==> src/rtl/seven_seg_pkg.sv <==
// Shared constants, FSM encoding and the anode one-hot helper for the
// seven-segment scanner.
package seven_seg_pkg;

    localparam int NIBBLE_W   = 4;
    localparam int DIGITS_DEF = 8;
    localparam int IDX_W      = $clog2(DIGITS_DEF);

    localparam logic [1:0] IDLE  = 2'd0;
    localparam logic [1:0] BLANK = 2'd1;
    localparam logic [1:0] DRIVE = 2'd2;

    // One-hot anode pattern for digit idx; width follows the package digit count.
    function automatic logic [DIGITS_DEF-1:0] onehot(input logic [IDX_W-1:0] idx);
        onehot = {{(DIGITS_DEF-1){1'b0}}, 1'b1} << idx;
    endfunction

endpackage

==> src/rtl/seven_seg_slot_timer.sv <==
// Slot counter (cnt) and digit index (idx) for the scanner; flags the last
// cycle of a slot and the last cycle of a whole frame.
module seven_seg_slot_timer
    import seven_seg_pkg::*;
#(
    parameter int NUM_DIGITS = DIGITS_DEF,
    parameter int SLOT_CYC   = 1024,
    parameter int CNT_W      = 10,
    parameter int IW         = IDX_W
) (
    input  logic             clk,
    input  logic             rst_n,
    input  logic             clear,
    input  logic             run,
    output logic [CNT_W-1:0] cnt,
    output logic [IW-1:0]    idx,
    output logic             slot_end,
    output logic             frame_end
);

    localparam logic [CNT_W-1:0] CNT_LAST = CNT_W'(SLOT_CYC - 1);
    localparam logic [IW-1:0]    IDX_LAST = IW'(NUM_DIGITS - 1);

    assign slot_end  = (cnt == CNT_LAST);
    assign frame_end = slot_end && (idx == IDX_LAST);

    // clear holds both counters at zero so a re-enabled scan restarts at slot 0.
    always_ff @(posedge clk) begin
        if (!rst_n || clear) begin
            cnt <= '0;
            idx <= '0;
        end else if (run) begin
            if (slot_end) begin
                cnt <= '0;
                idx <= (idx == IDX_LAST) ? '0 : idx + 1'b1;
            end else begin
                cnt <= cnt + 1'b1;
            end
        end
    end

endmodule

==> src/rtl/seven_seg_scan.sv <==
// Time-multiplexed 8-digit scanner: pending/active display registers, scan FSM
// with a leading blank gap per slot, and registered decoder-side outputs.
module seven_seg_scan
    import seven_seg_pkg::*;
#(
    parameter int NUM_DIGITS = DIGITS_DEF,
    parameter int SLOT_CYC   = 1024,
    parameter int BLANK_CYC  = 16
) (
    input  logic                           clk,
    input  logic                           rst_n,
    input  logic                           enable_i,
    input  logic                           load_i,
    input  logic [NIBBLE_W*NUM_DIGITS-1:0] data_i,
    input  logic [NUM_DIGITS-1:0]          dp_i,
    input  logic [NUM_DIGITS-1:0]          en_mask_i,
    output logic [NIBBLE_W-1:0]            digit_o,
    output logic [NUM_DIGITS-1:0]          an_sel_o,
    output logic                           dp_o,
    output logic                           frame_o,
    output logic                           busy_o
);

    localparam int CNT_W = $clog2(SLOT_CYC);
    localparam logic [CNT_W-1:0] BLANK_LIM = CNT_W'(BLANK_CYC);

    logic [1:0]                     state;
    logic [CNT_W-1:0]               cnt;
    logic [CNT_W-1:0]               cnt_next;
    logic [IDX_W-1:0]               idx;
    logic                           slot_end;
    logic                           frame_end;
    logic                           run;
    logic                           commit;
    logic [NIBBLE_W*NUM_DIGITS-1:0] pend_data;
    logic [NIBBLE_W*NUM_DIGITS-1:0] act_data;
    logic [NUM_DIGITS-1:0]          pend_dp;
    logic [NUM_DIGITS-1:0]          act_dp;
    logic [NUM_DIGITS-1:0]          pend_mask;
    logic [NUM_DIGITS-1:0]          act_mask;

    assign run      = enable_i && (state != IDLE);
    assign commit   = run && frame_end;
    assign cnt_next = slot_end ? '0 : cnt + 1'b1;

    seven_seg_slot_timer #(
        .NUM_DIGITS (NUM_DIGITS),
        .SLOT_CYC   (SLOT_CYC),
        .CNT_W      (CNT_W),
        .IW         (IDX_W)
    ) u_timer (
        .clk       (clk),
        .rst_n     (rst_n),
        .clear     (!enable_i),
        .run       (run),
        .cnt       (cnt),
        .idx       (idx),
        .slot_end  (slot_end),
        .frame_end (frame_end)
    );

    // State tracks where the counters will be after this edge.
    always_ff @(posedge clk) begin
        if (!rst_n) begin
            state <= IDLE;
        end else if (!enable_i) begin
            state <= IDLE;
        end else if (state == IDLE) begin
            state <= (BLANK_LIM != '0) ? BLANK : DRIVE;
        end else begin
            state <= (cnt_next < BLANK_LIM) ? BLANK : DRIVE;
        end
    end

    // A load on the commit edge bypasses pending so it is never a frame late.
    always_ff @(posedge clk) begin
        if (!rst_n) begin
            pend_data <= '0;
            pend_dp   <= '0;
            pend_mask <= '0;
            act_data  <= '0;
            act_dp    <= '0;
            act_mask  <= '0;
            busy_o    <= 1'b0;
        end else begin
            if (load_i) begin
                pend_data <= data_i;
                pend_dp   <= dp_i;
                pend_mask <= en_mask_i;
            end
            if (commit) begin
                act_data <= load_i ? data_i    : pend_data;
                act_dp   <= load_i ? dp_i      : pend_dp;
                act_mask <= load_i ? en_mask_i : pend_mask;
                busy_o   <= 1'b0;
            end else if (load_i) begin
                busy_o <= 1'b1;
            end
        end
    end

    always_ff @(posedge clk) begin
        if (!rst_n) begin
            digit_o  <= '0;
            an_sel_o <= '0;
            dp_o     <= 1'b0;
            frame_o  <= 1'b0;
        end else begin
            frame_o  <= commit;
            digit_o  <= run ? act_data[idx*NIBBLE_W +: NIBBLE_W] : '0;
            dp_o     <= run && act_dp[idx] && act_mask[idx];
            an_sel_o <= (run && (state == DRIVE) && act_mask[idx]) ? onehot(idx) : '0;
        end
    end

endmodule

==> config.mk <==
export PLATFORM = sky130hd
export DESIGN_NAME = seven_seg_scan
export DESIGN_NICKNAME = d
export VERILOG_FILES = /design/src/rtl/seven_seg_pkg.sv /design/src/rtl/seven_seg_slot_timer.sv /design/src/rtl/seven_seg_scan.sv
export SDC_FILE = /design/constraint.sdc
export NUM_CORES = 1
export LEC_CHECK = 0
export ABC_AREA = 0
export CAP_MARGIN = 10
export CORE_UTILIZATION = 45
export DETAILED_ROUTE_END_ITERATION = 8
export DONT_BUFFER_PORTS = 1
export SLEW_MARGIN = 20
export SYNTH_ARGS = -nofsm -noshare
export SYNTH_HDL_FRONTEND = slang
export SYNTH_SLANG_ARGS = --single-unit
==> constraint.sdc <==
create_clock -name clk -period 2.2 [get_ports clk]
set_input_delay 0.66 -clock clk [delete_from_list [all_inputs] [get_ports clk]]
set_output_delay 0.66 -clock clk [all_outputs]
set_load 0.01 [all_outputs]
==> flow_summary.yaml, run 1 <==
final_layout:
  final_cell_mix: "dfxtp_1 (126), nor2_1 (69), nand2_1 (57)"
  layout_commonest_cell: "dfxtp_1"
  syn2layout_area_growth_pct: 14.8
  drive_above_1_share: 0.147
  final_util: 0.533
  stdcell_count: 620
  fin_nets: 529
  antenna_cells: 0
  fillers: 918
cts:
  cts_buffers: 17
  htreeDepth: 4
  cts-hold-fix-buffers: 0
  cts_max_path_buffers: 2
  post_cts_buffers: 0
  root_buffer: "clkbuf_8"
  clk_pin_slew_ns: 0.06
  cts_tree: "yes"
  clock_latency_ns: 0.51
  cts_resized: 0
  numClockSinks: 126
sta:
  timing.fmax_mhz: 494
  rsz0062_at_grt: "no"
  post-route-min-period_ns: 2.02
  tightest_slew_ns: 0.456
  setup_viol: 0
  hold_violations: 0
  period_share: 0.920
  setup_tns_ns: 0
  fin_skew_ns: 0.00887
  hold_ws_ns: 0.317
  max_slew_margin: 0.692
  drv_slew: 0
setup_path:
  cp.required_ns: 2.63
  cp-end-kind: "flip-flop"
  start_kind: "flip-flop"
  arrival_ns: 2.46
  worstSetupPathType: "reg -> reg"
  crit_fanout: 37
yosys:
  ys_ff_latch: 126
  synth_edf_count: 0
  synth_nets: 528
  async_reset_ff_frac: 0
  syn_area_sq_mm: 0.00477
  ys_seq_area_frac: 0.529
  ys_warn_count: 0
  synthFlopType: "dfxtp_1"
  synth.avg_cell_area_sq_um: 10.1
  ys_types: 47
  synth_cells: 470
route:
  drc: 0
  first_pass_iters: 4
  routed-via-count: 3256
  drtAntennaViolNets: 0
  post_drt_wl_per_cell_um: 15.5
  drt_first_iter_violations: 165
  viasPerCell: 5.25
  wirelength_mm: 9.60
die:
  die-area_sq_mm: 0.0110
  top_level_ports: 67
  row_count: 37
  die_w_um: 105
  fp.dieH_um: 105
  start_util: 0.464
  coreArea_sq_mm: 0.0103
run:
  max_cap_viol_count: 0
placed_design:
  port_buffers: 0
  hpwl_mm: 6.52
  gp_congestion: 0.892
  numPlacedInstances: 588
global_routing:
  grt_usage: 0.186
  grt_max_degree: 50
  grt_antenna_before_repair: 0
  overflow: 0
  grt_pass1_wl_mm: 15.9
  grt_pass1_vias: 3180
status:
  status: "complete, no violations"
hold_path:
  min_path_type: "in -> reg"
power_and_ir_drop:
  power.density_mw_per_mm2: 946
  power.leakage_nw: 2.18
  p_total_mw: 5.18
  vdd_drop_max_mv: 0.545
[final cells by class]
| type | instances | area, sq um | share of cell area |
|---|---|---|---|
| multi-input cells | 310 | 2100 | 0.384 |
| flip-flops and latches | 126 | 2520 | 0.460 |
| repair buffers | 11 | 95.1 | 0.0174 |
| clock inverters | 13 | 139 | 0.0254 |
| well taps | 136 | 170 | 0.0311 |
| clock buffers | 19 | 432 | 0.0788 |
| inverters | 5 | 18.8 | 0.00343 |
[metrics by stage]
step	area (sq um)	setup WS [ns]
floorplan	4770	0.411
global placement	4910	0.287
detailed placement	4910	0.190
CTS	5480	0.174
global route	5480	0.0204
finish	5480	0.176
[worst paths after layout]
path | slack (ns) | startpoint | end | depth (start not counted)
hold / removal | 0.32 | load_i | busy_o | 1
hold reg to reg | 0.45 | act_data[20] | act_data[20] | 2
setup / recovery | 0.18 | u_timer.cnt[0] | act_data[13] | 7
setup reg to reg | 0.18 | u_timer.cnt[0] | act_data[13] | 7
[registers in the layout (all words and copies together) (netlist names)]
| name | count |
|---|---|
| u_timer.idx | 3 |
| pend_dp | 8 |
| frame_o | 1 |
| state | 2 |
| act_mask | 8 |
| digit_o | 4 |
| busy_o | 1 |
| dp_o | 1 |
| act_dp | 8 |
| pend_mask | 8 |
| pend_data | 32 |
| u_timer.cnt | 10 |
| an_sel_o | 8 |
| act_data | 32 |
[synth_stat cells, types with 3 or more instances]
cell type | number | area (sq um)
a211oi_1 | 3 | 22.5
a21oi_1 | 9 | 45.0
and2_1 | 4 | 25.0
and3_1 | 6 | 37.5
buf_1 | 7 | 26.3
buf_2 | 6 | 30.0
clkbuf_1 | 12 | 45.0
dfxtp_1 | 126 | 2520
ha_1 | 6 | 75.1
inv_1 | 5 | 18.8
mux2i_1 | 53 | 531
mux4_2 | 12 | 270
nand2_1 | 57 | 214
nand3_1 | 5 | 25.0
nand4_1 | 3 | 18.8
nor2_1 | 69 | 259
nor3_1 | 3 | 15.0
o21ai_0 | 39 | 195
o21ai_2 | 9 | 78.8
xor2_1 | 4 | 35.0
[kinds of logic (layout without fill, tap and decap cells)]
logic type      Yosys count  after routing  synth area share
simple gates            162            162             0.153
buf+inv                  34             48            0.0338
flops                   126            126             0.529
fa+ha+maj                 6              6            0.0157
compound gates           71             71            0.0900
mux                      65             65             0.168
xor+xnor                  6              6            0.0110
[where the power goes]
part / switching, mW / total, mW / internal, mW
Sequential: 0.0155 / 2.35 / 2.34
Clock: 1.02 / 2.66 / 1.64
Combinational: 0.0968 / 0.162 / 0.0655
[per-layer routing]
metal  global-route usage  wire length, um
met2                0.305             4720
met1                0.233             4280
met4               0.0563              107
met5                    0                0
met3               0.0605              494
[critical path, cell delays in order (launching register included)]
cell and delay [ns]:
dfxtp_1 0.36, ha_1 0.22, nand4_1 0.19, or2_4 0.30
nor3_4 0.29, nand3_2 0.11, buf_4 0.26, o21ai_0 0.21
Note: power is estimated with default switching activity, not from simulation.
==> inputs of run 2 (changes only) <==
Settings changed: CORE_ASPECT_RATIO set to 0.5.
==> run 2 against run 1 <==
  * Fmax is 2.7% higher
  * Count of clock-buffer cells in the layout is 1 higher
  * Non-clock buffer count is 2 lower
  * Register-to-register slack better by 0.05 ns
  * Highest routed layer unchanged
  * First-iteration DRC count is 11% higher
  * Combinational power is 4% higher
  * Final area is 0.91% higher
  * Largest power group unchanged
==> flow_summary.yaml, run 2 (same netlist as run 1, synthesis figures left out) <==
setup_path:
  crit_slowest_cell: "dfxtp_1"
  r2r_end: "act_dp[2]"
  crit_chain: "ha_1, nand4_1, or2_4, nor3_4, nand3_2, buf_12, o21ai_0"
  cp.required_ns: 2.52
  worst_path_dominant_cell_family: "simple AND/OR/NAND/NOR gates"
  r2r-start: "u_timer.cnt[0]"
  crit_fanout: 49
  r2r_cells: 7
  arrival_ns: 2.29
  rrSetupSlack_ns: 0.23
  start_kind: "flip-flop"
  worstSetupPathType: "reg -> reg"
  cp-end-kind: "flip-flop"
  slowest_delay_ns: 0.37
  crit_buf_inv: 1
cts:
  htreeDepth: 4
  cts_buffers: 17
  numClockSinks: 126
  post_cts_buffers: 0
  clock_latency_ns: 0.41
  cts_max_path_buffers: 2
  root_buffer: "clkbuf_16"
  cts_tree: "yes"
  clk_pin_slew_ns: 0.05
  cts_resized: 0
  cts-hold-fix-buffers: 0
final_layout:
  layout_commonest_cell: "dfxtp_1"
  fillers: 910
  fin_nets: 527
  multi_input_area_sq_mm: 0.00210
  top_regs: "act_data (32), pend_data (32), u_timer.cnt (10)"
  syn2layout_area_growth_pct: 15.9
  finalInstanceArea_sq_mm: 0.00553
  antenna_cells: 0
  layout.area.seq_sq_mm: 0.00252
  drive_above_1_share: 0.143
  final_cell_mix: "dfxtp_1 (126), nor2_1 (69), nand2_1 (57)"
sta:
  post-route-min-period_ns: 1.97
  fin_ws_ns: 0.229
  hold_violations: 0
  fin_skew_ns: 0.00811
  max_slew_margin: 0.688
  setup_viol: 0
  hold_ws_ns: 0.383
  rsz0062_at_grt: "no"
  period_share: 0.896
  timing.fmax_mhz: 507
  drv_slew: 0
  tightest_slew_ns: 0.466
  setup_tns_ns: 0
die:
  die_w_um: 148
  start_util: 0.465
  top_level_ports: 67
  row_count: 26
  coreArea_sq_mm: 0.0102
  die-area_sq_mm: 0.0110
  fp.dieH_um: 74.8
route:
  viasPerCell: 5.16
  wirelength_mm: 9.54
  routed-via-count: 3211
  first_pass_iters: 5
  drc: 0
  post_drt_wl_per_cell_um: 15.3
  drt_first_iter_violations: 183
  drtAntennaViolNets: 0
global_routing:
  grt_pass1_vias: 2943
  grt_max_degree: 50
  overflow: 0
  grt_antenna_before_repair: 0
  grt_usage: 0.183
  grt_pass1_wl_mm: 15.0
placed_design:
  hpwl_mm: 6.31
  pre_cts_ws_ns: 0.263
  gp_congestion: 0.916
  placed_cell_area_sq_mm: 0.00493
  port_buffers: 0
hold_path:
  min_from: "load_i"
  hold_end: "busy_o"
  min_path_type: "in -> reg"
  min_path_cells: 1
power_and_ir_drop:
  vdd_drop_max_mv: 0.585
  power.leakage_nw: 2.18
  power.density_mw_per_mm2: 954
status:
  status: "complete, no violations"
run:
  max_cap_viol_count: 0
## run 2: worst register-to-register path, cell delays in order, from the launching register on
cell and delay, ns:
dfxtp_1 0.37, ha_1 0.23, nand4_1 0.18, or2_4 0.30, nor3_4 0.26, nand3_2 0.13
buf_12 0.19, o21ai_0 0.22
## run 2: layout make-up
class,instances,area share
inverter,5,0.00340
sequential,126,0.456
multi-input combinational,310,0.380
clock inverter,12,0.0247
clock buffer,20,0.0826
timing repair buffer,9,0.0213
tap,140,0.0317
## run 2: power breakdown
| group | switching, mW | total (mW) | internal, mW |
|---|---|---|---|
| Sequential | 0.0161 | 2.35 | 2.34 |
| Combinational | 0.0979 | 0.168 | 0.0697 |
| Clock | 1.02 | 2.75 | 1.73 |
## run 2: metal layers
layer	vias up	wire length, um	track usage
met3	18	520	0.0594
li1	1617	-	-
met2	83	4190	0.271
met5	-	0	0
met1	1493	4680	0.240
met4	0	150	0.102
## run 2: worst max-delay path by stage
stage,to,slack (ns),from,cells past startpoint
5_1_grt,act_data[15],0.09,u_timer.cnt[0],7
2_1_floorplan,act_data[0],0.41,u_timer.cnt[0],8
3_5_place_dp,act_data[29],0.26,u_timer.cnt[0],7
3_3_place_gp,act_data[14],0.35,u_timer.cnt[0],7
4_1_cts,act_dp[2],0.21,u_timer.cnt[0],7
6_report,act_dp[2],0.23,u_timer.cnt[0],7
## run 2: stage by stage
| stage | util | cells | power, mW |
|---|---|---|---|
| floorplan | - | 470 | 2.55 |
| global placement | 0.482 | 590 | 2.57 |
| detailed placement | 0.482 | 590 | 2.57 |
| CTS | 0.539 | 622 | 5.33 |
| global route | 0.539 | 622 | 5.46 |
| finish | 0.539 | 622 | 5.27 |
